**src/rtl/ahb_apb_xfer_ctrl.sv**
```systemverilog
// AHB-to-APB bridge sequencer: decodes single AHB transfers onto three APB slaves,
// runs SETUP/ACCESS, stalls the AHB data phase and returns read data or ERROR.
module ahb_apb_xfer_ctrl #(
  parameter logic [31:0] BASE_ADDR   = 32'h8000_0000,
  parameter int          REGION_BITS = 26
) (
  input  logic        clk,
  input  logic        reset,
  input  logic        Hwrite,
  input  logic        Hreadyin,
  input  logic [1:0]  Htrans,
  input  logic [31:0] Haddr,
  input  logic [31:0] Hwdata,
  input  logic [31:0] Prdata,
  output logic [31:0] Hrdata,
  output logic [1:0]  Hresp,
  output logic        Hreadyout,
  output logic [2:0]  Pselx,
  output logic        Penable,
  output logic        Pwrite,
  output logic [31:0] Paddr,
  output logic [31:0] Pwdata
);

  typedef enum logic [2:0] {IDLE, WDATA, SETUP, ACCESS, ERR1, ERR2} state_t;

  localparam logic [1:0] RESP_OKAY = 2'b00;
  localparam logic [1:0] RESP_ERR  = 2'b01;

  state_t      state;
  logic [1:0]  sel;
  logic [32:0] diff;
  logic [31:0] idx;
  logic        borrow, hit, req;

  // Bit 32 of the widened subtraction is the borrow, flagging addresses below the window.
  assign diff   = {1'b0, Haddr} - {1'b0, BASE_ADDR};
  assign borrow = diff[32];
  assign idx    = diff[31:0] >> REGION_BITS;
  assign hit    = !borrow && (idx < 32'd3);
  assign req    = Hreadyin && Htrans[1];

  function automatic logic [2:0] onehot(input logic [1:0] s);
    return 3'b001 << s;
  endfunction

  // Outputs are registered alongside the state so each one reflects the state it enters.
  always_ff @(posedge clk or posedge reset) begin
    if (reset) begin
      state     <= IDLE;
      sel       <= 2'd0;
      Hrdata    <= 32'd0;
      Hresp     <= RESP_OKAY;
      Hreadyout <= 1'b1;
      Pselx     <= 3'b000;
      Penable   <= 1'b0;
      Pwrite    <= 1'b0;
      Paddr     <= 32'd0;
      Pwdata    <= 32'd0;
    end else begin
      case (state)
        IDLE: begin
          if (req && hit) begin
            Paddr     <= Haddr;
            Pwrite    <= Hwrite;
            sel       <= idx[1:0];
            Hreadyout <= 1'b0;
            if (Hwrite) begin
              state <= WDATA;
            end else begin
              state <= SETUP;
              Pselx <= onehot(idx[1:0]);
            end
          end else if (req) begin
            state     <= ERR1;
            Hresp     <= RESP_ERR;
            Hreadyout <= 1'b0;
          end
        end
        WDATA: begin
          Pwdata <= Hwdata;
          Pselx  <= onehot(sel);
          state  <= SETUP;
        end
        SETUP: begin
          Penable <= 1'b1;
          state   <= ACCESS;
        end
        ACCESS: begin
          if (!Pwrite) Hrdata <= Prdata;
          Pselx     <= 3'b000;
          Penable   <= 1'b0;
          Hreadyout <= 1'b1;
          state     <= IDLE;
        end
        ERR1: begin
          Hreadyout <= 1'b1;
          state     <= ERR2;
        end
        ERR2: begin
          // Master cancels after ERROR; anything presented now is dropped.
          Hresp <= RESP_OKAY;
          state <= IDLE;
        end
        default: begin
          state     <= IDLE;
          Hresp     <= RESP_OKAY;
          Hreadyout <= 1'b1;
          Pselx     <= 3'b000;
          Penable   <= 1'b0;
        end
      endcase
    end
  end

endmodule

```
**config.mk**
```make
export PLATFORM = sky130hd
export DESIGN_NAME = ahb_apb_xfer_ctrl
export DESIGN_NICKNAME = d
export VERILOG_FILES = /design/src/rtl/ahb_apb_xfer_ctrl.sv
export SDC_FILE = /design/constraint.sdc
export NUM_CORES = 1
export LEC_CHECK = 0
export BUFFER_PORTS_ARGS = -buffer_cell sky130_fd_sc_hd__buf_2
export CORE_MARGIN = 4
export CORE_UTILIZATION = 45
export CTS_CLUSTER_DIAMETER = 40
export DETAILED_ROUTE_END_ITERATION = 12
export PLACE_DENSITY = 0.79
export SYNTH_ARGS = -nofsm -noshare
export SYNTH_HDL_FRONTEND = slang
export SYNTH_SLANG_ARGS = --single-unit
```
**constraint.sdc**
```tcl
create_clock -name clk -period 3.8 [get_ports clk]
set_input_delay 0.76 -clock clk [delete_from_list [all_inputs] [get_ports clk]]
set_output_delay 0.76 -clock clk [all_outputs]
set_load 0.01 [all_outputs]
```
==> impl_metrics.csv <==
group,metric,value,unit
layout,drive_gt1_share,71.1,%
floorplan,ios,206,
placed_design,place_congestion,0.704,
synthesis,synth_edf_count,0,
worst_setup_path,worst_setup_path_start_kind,"input pin",
synthesis,synth_seq_cells,106,
synthesis,ys_seq_area_share,63.4,%
synthesis,syn_nets,356,
sta,finalCriticalPeriod,2.27,ns
worst_setup_path,path_cells,"buf_2 -> or4b_4 -> a211oi_4 -> nand2_4 -> mux2_4",
job,maxCapViolCount,0,
cts,clk_path_buf_depth,2,
sta,maxSlewViolCount,0,
drt,vias,2760,
synthesis,netlist.area_leader.share,62.7,%
status,status,"complete, no violations",
placed_design,portBuffers,203,
cts,htree_levels,3,
worst_setup_path,worstPathRequired,4.04,ns
layout,fillers,690,
synthesis,synth_most_common_cell,"dfrtp_1",
cts,cts_tree,"done",
synthesis,netlist_instances,254,
synthesis,ys_async_sr_fraction,100,%
layout,syn2layout_area_growth,32.1,%
drt,drt-total-wl,9310,um
floorplan,row_count,34,
cts,clk_latency,0.36,ns
cts,cts_hold_buffers,0,
drt,drc_errors,0,
sta,rsz0062_at_grt,"false",
layout,stdcell_area,5530,sq um
floorplan,core-area,8890,sq um
synthesis,synth_area_leaders,"dfrtp_1, mux2_2, mux2_4, buf_6, dfstp_2",
sta,slew_headroom,25.8,%
worst_setup_path,crit_buf_inv,1,
floorplan,dieHeight,104,um
synthesis,ys_types,34,
synthesis,ys.flop_type,"dfrtp_1",
drt,first_pass_iters,4,
cts,numCtsBuffers,9,
sta,clock_skew,0.0122,ns
sta,finalHoldViolCount,0,
floorplan,die_area,10900,sq um
worst_setup_path,worst_path_dominant_cell_family,"simple AND/OR/NAND/NOR gates",
sta,tns,0,ns
cts,clock_sinks,106,
cts,postCtsSetupBuffers,0,
global_route,grt_pass1_vias,2930,
sta,tightest_slew,1.11,ns
global_route,grt_pass1_wl,15000,um
placed_design,placed_area,5310,sq um
sta,fmaxAchievable,440,MHz
cts,root_buffer,"clkbuf_8",
worst_setup_path,crit_slowest_cell,"or4b_4",
synthesis,avgSynthCellArea,16.5,sq um
global_route,grt_usage,17.0,%
cts,cts.clk_slew.worst_paths,0.11,ns
floorplan,initial_utilization,47.1,%
drt,viasPerCell,4.83,
sta,setup_violations,0,
floorplan,die_w,104,um
drt,wl_per_cell,16.3,um
worst_setup_path,path_max_fanout,34,
worst_setup_path,cp-end-kind,"register",
global_route,grt_overflow,0,
global_route,grt_max_degree,97,
cts,cts_repair_resize_count,0,
synthesis,netlist_area,4190,sq um
power,ir_drop,0.000312,V
worst_setup_path,slowest_delay,0.56,ns
placed_design,hpwl,7070,um
power,p_leak,2.92,nW
synthesis,synth_area_leader_cell,"dfrtp_1",
synthesis,yosysWarnings,0,
drt,ant_nets,0,
min_path,hold_path_class,"reg -> reg",
drt,drt_iter0_drc,92,
sta,post-route-period-util,59.8,%
global_route,antenna_found_initial,1,
synthesis,synth_commonest_cells,"dfrtp_1, mux2_2, mux2_4, nor2_1, clkbuf_1",
power,power_density,769,nW/um^2
worst_setup_path,setup.worst_path.class,"in -> reg",
layout,fin_nets,560,
worst_setup_path,cp_data_arrival_time,2.51,ns
## routing by layer
layer,up-vias,wire length [um],track usage [%]
met1,1339,3740,21.3
met4,0,155,6.93
met2,111,4770,28.5
met5,-,0,0
met3,13,634,3.85
li1,1297,-,-
## flip-flops by register name, summed over array words and instances, names as in the netlist
signal	cells
Hrdata	32
Hreadyout	1
Hresp	1
Paddr	32
Penable	1
Pselx	3
Pwdata	32
Pwrite	1
state	3
## power breakdown
group | switching (mW) | leakage (nW) | internal, mW | total, mW
Combinational | 0.729 | 1.50 | 0.910 | 1.64
Sequential | 0.275 | 1.31 | 1.60 | 1.87
Clock | 0.390 | 0.114 | 0.353 | 0.742
## area by class of cell
| type | count | area (sq um) | area share [%] |
|---|---|---|---|
| diodes | 1 | 2.50 | 0.0452 |
| repair buffers | 207 | 1050 | 18.9 |
| well taps | 108 | 135 | 2.44 |
| clock buffers | 11 | 151 | 2.74 |
| multi-input cells | 133 | 1470 | 26.5 |
| inverters | 1 | 6.26 | 0.113 |
| flip-flops and latches | 106 | 2650 | 48.0 |
| clock inverters | 5 | 70.1 | 1.27 |
## placed cells by master (no fill, tap or decap), types with 2 or more instances in the layout
cell type	Yosys	final
buf_2	4	203
dfrtp_1	105	105
mux2_2	74	74
mux2_4	25	25
clkbuf_8	0	11
nor2_1	6	6
buf_4	1	4
and2_1	3	3
nand2_1	2	2
nor3_1	2	2
nor2b_1	2	2
inv_8	0	2
clkinv_4	0	2
## stage by stage
step | setup WS (ns) | std cells | hold WS (ns) | power [mW] | util (%)
6_report | 1.53 | 572 | 0.478 | 4.26 | 62.2
5_1_grt | 1.42 | 572 | 0.510 | 4.53 | 62.2
4_1_cts | 1.53 | 571 | 0.480 | 4.32 | 62.2
3_5_place_dp | 1.14 | 555 | 0.448 | 3.57 | 59.7
3_3_place_gp | 1.17 | 555 | 0.448 | 3.49 | 59.7
2_1_floorplan | 0.253 | 254 | 0.504 | 2.87 | -
## logic make-up (layout without fill, tap and decap cells)
family,Yosys count,count (layout),synth area share (%)
xor gates and xnor gates,1,1,0.209
other,1,2,0.0895
AOI/OAI and AO/OA,10,10,2.00
buffers and inverters,15,224,2.09
muxes,100,100,29.1
DFF,106,106,63.4
and+or+nand+nor,21,21,3.14
## worst paths after layout
check / start / to / slack, ns / cells past startpoint
setup reg to reg: state[0] / Pselx[1] / 1.61 / 4
hold / removal: Paddr[31] / Paddr[31] / 0.48 / 1
max in group asynchronous: reset / Pwdata[31] / 2.36 / 3
setup / recovery: Haddr[30] / Paddr[15] / 1.53 / 5
hold reg to reg: Paddr[31] / Paddr[31] / 0.48 / 1
min in group asynchronous: reset / Paddr[9] / 0.69 / 2
Power figures use the tool's default switching activity.
